[config.mk]
export PLATFORM = sky130hd
export DESIGN_NAME = wei_wr_idxcnt
export DESIGN_NICKNAME = d
export VERILOG_FILES = /design/src/rtl/wei_wr_pkg.sv /design/src/rtl/cnt_generic.sv /design/src/rtl/wei_wr_idxcnt.sv
export SDC_FILE = /design/constraint.sdc
export NUM_CORES = 1
export LEC_CHECK = 0
export CORE_MARGIN = 2
export CORE_UTILIZATION = 50
export CTS_BUF_LIST = sky130_fd_sc_hd__clkbuf_8
export DETAILED_ROUTE_END_ITERATION = 10
export PLACE_DENSITY_LB_ADDON = 0.12
export SYNTH_ARGS = -nofsm -noshare
export SYNTH_HDL_FRONTEND = slang
export SYNTH_SLANG_ARGS = --single-unit
export TNS_END_PERCENT = 50
[constraint.sdc]
create_clock -name i_clk -period 7.9 [get_ports i_clk]
set_input_delay 2.37 -clock i_clk [delete_from_list [all_inputs] [get_ports i_clk]]
set_output_delay 2.37 -clock i_clk [all_outputs]
set_load 0.05 [all_outputs]
[src/rtl/wei_wr_pkg.sv]
// wei_wr_pkg: shared types and constants for the weight SRAM write index counter.
//   wei_wr_state_e : write-side FSM state encoding
//   WOFS_W_DFLT    : default word offset width (lanes per SRAM word = 2**WOFS_W)
//   LANES          : lanes per SRAM word at the default offset width
package wei_wr_pkg;

  typedef enum logic [1:0] {IDLE, FILL, FLUSH, DONE} wei_wr_state_e;

  localparam int WOFS_W_DFLT = 3;
  localparam int LANES       = 2 ** WOFS_W_DFLT;

endpackage

[src/rtl/cnt_generic.sv]
// cnt_generic: stepped wrap-around counter.
//   Counts 0, step, 2*step, ... and wraps to 0 on an advance once cnt+step
//   reaches the limit. A limit of 0 is treated as 1.
// Ports:
//   i_clk, i_rstn : clock, asynchronous active-low reset
//   i_clear       : synchronous clear to 0 (beats i_adv)
//   i_adv         : advance by one step
//   i_lim, i_step : limit and step, sampled live
//   o_cnt         : current count
//   o_nxt         : value the count takes on the next advance
//   o_ov          : cnt+step >= limit (the next advance wraps)
module cnt_generic #(
  parameter int W = 11
) (
  input  logic         i_clk,
  input  logic         i_rstn,
  input  logic         i_clear,
  input  logic         i_adv,
  input  logic [W-1:0] i_lim,
  input  logic [W-1:0] i_step,
  output logic [W-1:0] o_cnt,
  output logic [W-1:0] o_nxt,
  output logic         o_ov
);

  logic [W-1:0] cnt_q;
  logic [W:0]   sum;
  logic [W:0]   lim_e;

  // One extra bit so cnt+step cannot wrap before it is compared.
  assign sum   = {1'b0, cnt_q} + {1'b0, i_step};
  assign lim_e = (i_lim == '0) ? {{W{1'b0}}, 1'b1} : {1'b0, i_lim};
  assign o_ov  = (sum >= lim_e);
  assign o_nxt = o_ov ? '0 : sum[W-1:0];
  assign o_cnt = cnt_q;

  always_ff @(posedge i_clk or negedge i_rstn) begin
    if (!i_rstn) begin
      cnt_q <= '0;
    end else if (i_clear) begin
      cnt_q <= '0;
    end else if (i_adv) begin
      cnt_q <= o_nxt;
    end
  end

endmodule

[src/rtl/wei_wr_idxcnt.sv]
// wei_wr_idxcnt: write-side index counter for the weight SRAM.
//   Accepts a valid/ready stream of weight elements, walks the W / tiling-K
//   index space (index = w_idx + til_k_idx) and issues masked word writes at
//   addr = idx[IDX_W-1:WOFS_W], lane = idx[WOFS_W-1:0].
// Build option:
//   WEI_WR_PACK_EN defined   : elements are packed; one write per word-address
//                              change or at the last position.
//   WEI_WR_PACK_EN undefined : every accepted element is written on its own
//                              (one-hot mask, one element per 2 cycles).
// Ports:
//   i_clk, i_rstn              : clock, asynchronous active-low reset
//   i_start                    : start a fill (taken in IDLE or DONE)
//   i_cnt_clear                : synchronous clear, highest priority
//   i_wlim, i_wstep            : W counter limit / step
//   i_til_klim, i_til_kstep    : tiling-K counter limit / step
//   i_data, i_valid, o_ready   : element stream
//   i_sram_stall               : SRAM cannot take the write this cycle
//   o_sram_we/addr/wdata/wmask : masked SRAM word write
//   o_busy                     : FILL or FLUSH
//   o_done                     : all positions written (held until restart)
//
// state | meaning
// IDLE  | reset / cleared, waiting for i_start
// FILL  | accepting elements into the packing buffer
// FLUSH | presenting the buffered word to the SRAM until it is taken
// DONE  | all positions written, waiting for i_start
module wei_wr_idxcnt
  import wei_wr_pkg::*;
#(
  parameter int IDX_W  = 11,
  parameter int ADRB_W = 8,
  parameter int WOFS_W = WOFS_W_DFLT,
  parameter int ELEM_W = 16
) (
  input  logic                          i_clk,
  input  logic                          i_rstn,
  input  logic                          i_start,
  input  logic                          i_cnt_clear,
  input  logic [IDX_W-1:0]              i_wlim,
  input  logic [IDX_W-1:0]              i_wstep,
  input  logic [IDX_W-1:0]              i_til_klim,
  input  logic [IDX_W-1:0]              i_til_kstep,
  input  logic [ELEM_W-1:0]             i_data,
  input  logic                          i_valid,
  output logic                          o_ready,
  input  logic                          i_sram_stall,
  output logic                          o_sram_we,
  output logic [ADRB_W-1:0]             o_sram_addr,
  output logic [ELEM_W*(2**WOFS_W)-1:0] o_sram_wdata,
  output logic [(2**WOFS_W)-1:0]        o_sram_wmask,
  output logic                          o_busy,
  output logic                          o_done
);

  localparam int NLANES = 2 ** WOFS_W;

  wei_wr_state_e state_q;

  logic                     ready_q;
  logic                     we_q;
  logic                     busy_q;
  logic                     done_q;
  logic                     last_q;
  logic [ADRB_W-1:0]        addr_q;
  logic [ELEM_W*NLANES-1:0] wbuf_q;
  logic [NLANES-1:0]        mask_q;

  logic [IDX_W-1:0]  w_cnt, w_nxt, k_cnt, k_nxt, idx;
  logic              w_ov, k_ov, last, beat, start_take, cnt_clr, close_word;
  logic [WOFS_W-1:0] lane;

  // ready_q is only ever set in FILL, so it alone qualifies a beat.
  assign beat       = ready_q & i_valid;
  assign start_take = i_start & ((state_q == IDLE) | (state_q == DONE));
  assign cnt_clr    = i_cnt_clear | start_take;

  cnt_generic #(.W(IDX_W)) u_wcnt (
    .i_clk   (i_clk),
    .i_rstn  (i_rstn),
    .i_clear (cnt_clr),
    .i_adv   (beat),
    .i_lim   (i_wlim),
    .i_step  (i_wstep),
    .o_cnt   (w_cnt),
    .o_nxt   (w_nxt),
    .o_ov    (w_ov)
  );

  cnt_generic #(.W(IDX_W)) u_kcnt (
    .i_clk   (i_clk),
    .i_rstn  (i_rstn),
    .i_clear (cnt_clr),
    .i_adv   (beat & w_ov),
    .i_lim   (i_til_klim),
    .i_step  (i_til_kstep),
    .o_cnt   (k_cnt),
    .o_nxt   (k_nxt),
    .o_ov    (k_ov)
  );

  assign idx  = w_cnt + k_cnt;
  assign lane = idx[WOFS_W-1:0];
  assign last = w_ov & k_ov;

`ifdef WEI_WR_PACK_EN
  // Index of the following element; a word closes when it leaves this word.
  logic [IDX_W-1:0] idx_nxt;
  assign idx_nxt    = w_nxt + (w_ov ? k_nxt : k_cnt);
  assign close_word = last | ((idx_nxt >> WOFS_W) != (idx >> WOFS_W));
`else
  logic unused_nxt;
  assign unused_nxt = ^{w_nxt, k_nxt};
  assign close_word = 1'b1;
`endif

  always_ff @(posedge i_clk or negedge i_rstn) begin
    if (!i_rstn) begin
      state_q <= IDLE;
      ready_q <= 1'b0;
      we_q    <= 1'b0;
      busy_q  <= 1'b0;
      done_q  <= 1'b0;
      last_q  <= 1'b0;
      addr_q  <= '0;
      wbuf_q  <= '0;
      mask_q  <= '0;
    end else if (i_cnt_clear) begin
      // Drops any partial word without writing it.
      state_q <= IDLE;
      ready_q <= 1'b0;
      we_q    <= 1'b0;
      busy_q  <= 1'b0;
      done_q  <= 1'b0;
      last_q  <= 1'b0;
      addr_q  <= '0;
      wbuf_q  <= '0;
      mask_q  <= '0;
    end else begin
      case (state_q)
        IDLE, DONE: begin
          if (i_start) begin
            state_q <= FILL;
            ready_q <= 1'b1;
            busy_q  <= 1'b1;
            done_q  <= 1'b0;
          end
        end
        FILL: begin
          if (beat) begin
            wbuf_q[int'(lane)*ELEM_W +: ELEM_W] <= i_data;
            mask_q[lane] <= 1'b1;
            addr_q       <= ADRB_W'(idx >> WOFS_W);
            last_q       <= last;
            if (close_word) begin
              state_q <= FLUSH;
              ready_q <= 1'b0;
              we_q    <= 1'b1;
            end
          end
        end
        FLUSH: begin
          if (!i_sram_stall) begin
            we_q   <= 1'b0;
            wbuf_q <= '0;
            mask_q <= '0;
            if (last_q) begin
              state_q <= DONE;
              busy_q  <= 1'b0;
              done_q  <= 1'b1;
            end else begin
              state_q <= FILL;
              ready_q <= 1'b1;
            end
          end
        end
        default: state_q <= IDLE;
      endcase
    end
  end

  assign o_ready      = ready_q;
  assign o_sram_we    = we_q;
  assign o_sram_addr  = addr_q;
  assign o_sram_wdata = wbuf_q;
  assign o_sram_wmask = mask_q;
  assign o_busy       = busy_q;
  assign o_done       = done_q;

endmodule

# Word level (Yosys, flattened, before mapping)
# Cells that the tools add are included.
# totals
reg_bits,173
out_inout_bits,148
word_cells,102
# classes
n_addsub,4
order_cmp,4
n_eq_ne,8
shifts,2
mux,50
bitwise_logic,7
reduce_logical,16
# ops
operator,n
$mux 128,3
$pmux 128 s2,1
$bwmux 128,1
$shift 16x33->128 const A,1
$shiftx 16x33->128,1
$mux 11,8
$mux 8,6
$neg 7->33,1
$add 11x11->12,2
$ge 12x12->1,2
$logic_not 11->1,2
$mux 1,19
$pmux 8 s2,1
$ne 3x3->1 const B,5
$add 11x11->11,1
$mux 2,5
$or 8x8->8,1
$reduce_and 4->1,2
$reduce_bool 2->1,4
$pmux 1 s2,3
$pmux 2 s3,1
$reduce_and 3->1,2
$reduce_bool 3->1,2
$and 1x1->1,4
other kinds (11),13

# Depth between registers and ports, before layout
# depth
depth_word,9
depth_mapped,16

# Hierarchy
# From an unflattened synthesis, not the netlist that was laid out.
# unflattened
cells_unflattened,800
hier_area_um2,8894.8
# by_module_without_submodules
module,n_inst,cells_each,area_each_um2,seq_area_each_um2
wei_wr_idxcnt,1,514,6336.1,3778.6
cnt_generic at u_wcnt,1,145,1311.3,275.3
cnt_generic at u_kcnt,1,141,1247.4,275.3

# Worst setup path after synthesis
# Ideal clock, no wire load.
# synth_timing
kind,input port to flip-flop
start,input port i_til_kstep[4]
end,register u_kcnt.cnt_q[0] (netlist: u_kcnt.o_cnt[0])
setup_time_ns,0.101
arrival_time_ns,5.403
t_required_ns,7.799
path_slack_ns,2.396
cell_stages,14
n_path_buf,0
path_cell_list,ha_1 > a21oi_1 > nand2_1 > a2111oi_0 > o21ai_0 > a21oi_1 > xnor2_1 > ha_1 > a21o_1 > a211oi_1 > o211a_1 > o311a_1 > nand2_1 > o32ai_1
# synth_via
elab_chain_cells,5
# synth_lines
item,line_no,source
from (decl),wei_wr_idxcnt.sv:42,"input logic [IDX_W-1:0] i_til_kstep,"
$add 11x11->12,cnt_generic.sv:31,"assign sum = {1'b0, cnt_q} + {1'b0, i_step};"
$ge 12x12->1,cnt_generic.sv:33,assign o_ov = (sum >= lim_e);
$mux 11,cnt_generic.sv:34,assign o_nxt = o_ov ? '0 : sum[W-1:0];
$mux 11,cnt_generic.sv:42,end else if (i_adv) begin
$mux 11,cnt_generic.sv:40,end else if (i_clear) begin
to (signal assigned),cnt_generic.sv:43,cnt_q <= o_nxt;
to (decl),cnt_generic.sv:26,logic [W-1:0] cnt_q;
# No other way between the ends. The select of a mux whose other input is x is not followed.
# A chain may end at the register's enable or synchronous reset.

# Final worst setup path
# layout_timing
start,input port i_til_kstep[4]
end,register u_kcnt.cnt_q[1] (netlist: u_kcnt.o_cnt[1])
# Same word-level chain as after synthesis.

==> flow_results.org <==
** Clock tree
- In this run the post-CTS setup repair buffer count came out at 0.
- Counting along the longest clock path gives a buffer depth of 2.
- Clock tree from TritonCTS :: yes
- CTS hold repair buffers :: 0
- For this design, the sink count on the clock tree is approximately 170.
- At the later pin of the worst-skew pair, clock insertion delay measures 0.47 ns.
- After clock tree synthesis, the clock-pin slew on the worst setup and hold paths is ~0.09 ns.
- Clock tree synthesis inserted a total of 17 buffers.
- H-tree Lvls :: 4
- Clk Tree Root Cell :: sky130_fd_sc_hd__clkbuf_8
- Number of gates resized after CTS :: 0

** Critical path
- Reg-to-reg slack, setup :: about 3.6 ns
- Counting cells, the worst reg-to-reg path comes to 14.
- Startpoint class of the critical path :: input pin
- Arrival time at the worst endpoint :: about 6.5 ns
- The worst register-to-register path ends at u_kcnt.o_cnt[1]$_DFFE_PN0P_.
- Data on the critical path is required at its endpoint by approximately 8.3 ns.
- Path type of the worst setup path :: in -> reg
- In this run the worst path has a maximum fanout of 7.
- Origin of the critical flop-to-flop path :: u_kcnt.o_cnt[4]$_DFFE_PN0P_
- STA classifies the critical path endpoint as a flop.

** Timing
- Setup violations remaining at the end of the flow were counted as 0.
- Headroom to the max-slew limit came out at between 10% and 20%.
- Static timing analysis puts the maximum clock frequency at ~160 MHz.
- The total count of max-transition violations in the final report came to 0.
- Counting I/O delays and the setup requirement, the final critical path takes just over 6 ns.
- Setup repair after global routing left no endpoint under its margin.
- The count of endpoints failing hold in the final timing report came to 0.
- Slew at the pin closest to its max-slew limit :: 1.22 ns
- Setup total negative slack on the finished layout was measured at 0 ns.
- Of the available clock period, the critical path in the final layout requires roughly four fifths.
- The clock arrives with 0.0219 ns of skew.

** Synthesis
- Leading register cell type out of synthesis :: sky130_fd_sc_hd__dfrtp_1
- In the synthesized netlist the async set-or-reset flop fraction comes to between 90% and 100%.
- Synthesized instance count :: about 800
- Yosys mapped a number of flops with a built-in enable equal to 0.
- For this run, the register share of the synthesized area comes to around half.
- Netlist cell types :: 55
- A synthesized cell averages 10.7 um2.
- Post-synth net total :: 925
- Top area cells in the synthesized netlist :: sky130_fd_sc_hd__dfrtp_1 51%, sky130_fd_sc_hd__a22o_1 12%, sky130_fd_sc_hd__ha_1 8.5%
- For this run, the number of Yosys warnings is 0.
- Cell area after synthesis :: about 8600 um2
- Register bit count reported by yosys :: about 170
- The top cell type by area accounts for ~50% of the synthesized area.
- The synthesized design spends more area on one cell type than any other, namely sky130_fd_sc_hd__dfrtp_1.

** Status
- The flow ran to the end, and the final reports show no timing, DRC or antenna violations.

** Global routing
- The initial antenna violation count was 0.
- Maximum number of pins on one net before global-route repair :: 85
- The via count of the first global-routing pass is ~7,000.
- Grt total ovfl :: 0
- The first global-routing pass estimated between 30 and 40 mm of wire.
- GRT Util Overall :: 26.6%

** Pwr
- Net switching power :: 0.630 mW
- Switching power share of the total :: roughly 33%
- Power comes to about 1.9 mW.
- For this design the static power due to leakage is between 5 and 6 nW.
- Combinational fraction of design power :: roughly a fifth
- VDD IR max :: about 0.11 mV
- Cell internal power was estimated by the tool at between 1 and 1.5 mW.
- Power spread over the standard cell area amounts to ~170 nW/um2.
- Fraction of power consumed by sequential logic :: roughly 49%
- Clk pwr share :: about a third

** Final layout
- Layout cells sized above 1 :: roughly 5.6%
- Area growth from synthesis to layout :: 31.4%
- The number of antenna diodes in the final layout is 0.
- The top cell types in the final layout, fill and taps aside, are 212 x sky130_fd_sc_hd__clkdlybuf4s50_1, 173 x sky130_fd_sc_hd__dfrtp_1, 120 x sky130_fd_sc_hd__a22o_1.
- Final #Nets :: 1,120
- Leaving out fill and tap cells, the most frequent cell in the layout is sky130_fd_sc_hd__clkdlybuf4s50_1.
- Utilization after layout :: approximately 68%

** Route
- The count of nets left with antenna violations once routing finished came out at 0.
- Wire length after detailed routing :: 23.4 mm
- Avg Vias per Cell :: 5.78
- Initial detailed-routing violation count :: 440
- Total number of vias :: about 7,000
- WL per Instance :: 19.1 um
- For this run, design rule violations remaining after detail routing come to 0.
- The first detailed-routing pass took 4 iterations.

** Worst hold path
- In this run the worst hold path is classified as reg -> reg.
- The startpoint identified for the worst hold timing path is o_sram_wdata[77]$_DFFE_PN0P_.
- The path with the worst hold slack has its endpoint at o_sram_wdata[77]$_DFFE_PN0P_.
- The worst hold path was traced through 2 stages.

** Floorplanning
- Overall die area :: 18,200 um2
- Standard-cell row count :: 47
- Initial standard-cell utilization of the core :: between 50% and 60%
- Number of top-level pins :: ~210
- Std-Cell Core Area :: approximately 17,000 um2
- Vertical die dimension :: ~130 um
- Die width :: around 130 um

** Placed design
- The congestion estimate from routability-driven global placement came to between 0.8 and 0.9.
- Input and output buffers added on the ports amount to roughly 210.
- Once detailed placement completed, the half-perimeter wirelength came to around 17 mm.

** Flow run
- The tool flagged a number of max-cap violations equal to 0.
## worst max-delay path: stages
cell	delay (ns)
sky130_fd_sc_hd__clkdlybuf4s50_1	0.41
sky130_fd_sc_hd__ha_1	0.38
sky130_fd_sc_hd__a21oi_1	0.18
sky130_fd_sc_hd__nand2_1	0.08
sky130_fd_sc_hd__a2111oi_0	0.76
sky130_fd_sc_hd__o21ai_0	0.24
sky130_fd_sc_hd__a21oi_1	0.23
sky130_fd_sc_hd__xnor2_1	0.17
sky130_fd_sc_hd__ha_1	0.28
sky130_fd_sc_hd__a21o_1	0.18
sky130_fd_sc_hd__a211oi_1	0.24
sky130_fd_sc_hd__o211a_1	0.18
sky130_fd_sc_hd__o311a_1	0.28
sky130_fd_sc_hd__nand2_1	0.22
sky130_fd_sc_hd__o32ai_1	0.34
## power by group through the flow
stage,Clock (mW),Sequential [mW],Combinational (mW)
global route,0.659,0.929,0.413
global placement,0,0.942,0.375
finish,0.605,0.926,0.380
CTS,0.615,0.926,0.381
floorplan,0,1.01,0.162
detailed placement,0,0.943,0.380
## routing by layer
metal / track usage (%) / vias to the layer above / share of wire (%)
li1: - / 3339 / -
met1: 36.0 / 3468 / 44
met5: 0 / - / 0
met4: 6.02 / 0 / 1.5
met2: 44.6 / 250 / 49
met3: 5.14 / 28 / 5.5
## final cells by class
class                      instances  area [um2]
inverter                          41         154
clock buffer                      17         234
clock inverter                    15         166
timing repair buffer             223        2210
multi-input combinational        537        3880
fill                            1345        5400
tap                              220         275
sequential                       173        4330
## sequential cells by signal, indices dropped and copies added, names as in the netlist
| signal | count |
|---|---|
| u_wcnt.o_cnt | 11 |
| o_sram_we | 1 |
| o_sram_wdata | 128 |
| u_kcnt.o_cnt | 11 |
| state_q | 2 |
| o_done | 1 |
| last_q | 1 |
| o_sram_addr | 8 |
| o_sram_wmask | 8 |
| o_ready | 1 |
| o_busy | 1 |
## synth_stat cells (5+ instances only)
cell,number
sky130_fd_sc_hd__nand4_1,5
sky130_fd_sc_hd__a21oi_1,45
sky130_fd_sc_hd__a211oi_1,10
sky130_fd_sc_hd__o21ai_0,20
sky130_fd_sc_hd__xnor2_1,14
sky130_fd_sc_hd__nand2b_1,6
sky130_fd_sc_hd__nand2_1,70
sky130_fd_sc_hd__dfrtp_1,173
sky130_fd_sc_hd__buf_1,7
sky130_fd_sc_hd__o21a_1,6
sky130_fd_sc_hd__a22o_1,120
sky130_fd_sc_hd__clkbuf_2,7
sky130_fd_sc_hd__a41o_1,5
sky130_fd_sc_hd__a31oi_1,10
sky130_fd_sc_hd__inv_1,41
sky130_fd_sc_hd__nor2_1,54
sky130_fd_sc_hd__buf_2,9
sky130_fd_sc_hd__a21o_1,7
sky130_fd_sc_hd__nand3_1,17
sky130_fd_sc_hd__o22ai_1,7
sky130_fd_sc_hd__nor4_1,6
sky130_fd_sc_hd__nor2b_1,9
sky130_fd_sc_hd__xor2_1,6
sky130_fd_sc_hd__ha_1,58
sky130_fd_sc_hd__clkbuf_1,21
sky130_fd_sc_hd__o31ai_1,6
## cells by family (layout without fill, tap and decap cells)
| family | after synthesis | count (layout) | synth area share (%) |
|---|---|---|---|
| buffers and inverters | 88 | 296 | 4.27 |
| AOI/OAI and AO/OA | 268 | 268 | 23.5 |
| DFF | 173 | 173 | 50.6 |
| xor gates and xnor gates | 21 | 21 | 2.24 |
| adders and majority gates | 61 | 61 | 9.18 |
| and+or+nand+nor | 187 | 187 | 10.2 |
## metrics by stage
stage	cells	instance area [um2]	setup WS [ns]	hold slack, ns
floorplan	798	8560	2.40	0.488
global placement	1194	10800	1.47	0.463
detailed placement	1194	10800	1.40	0.469
CTS	1226	11200	1.86	0.490
global route	1226	11200	1.53	0.513
finish	1226	11200	1.71	0.485
## worst max path at each step
stage / start / end / cells past startpoint
2_1_floorplan: i_til_kstep[4] / u_kcnt.o_cnt[0]$_DFFE_PN0P_ / 14
3_3_place_gp: i_til_kstep[4] / u_kcnt.o_cnt[0]$_DFFE_PN0P_ / 15
3_5_place_dp: i_til_kstep[4] / u_kcnt.o_cnt[1]$_DFFE_PN0P_ / 15
4_1_cts: i_til_kstep[4] / u_kcnt.o_cnt[1]$_DFFE_PN0P_ / 15
5_1_grt: i_til_kstep[4] / u_kcnt.o_cnt[1]$_DFFE_PN0P_ / 15
6_report: i_til_kstep[4] / u_kcnt.o_cnt[1]$_DFFE_PN0P_ / 15
Note: power is estimated with default switching activity, not from simulation.
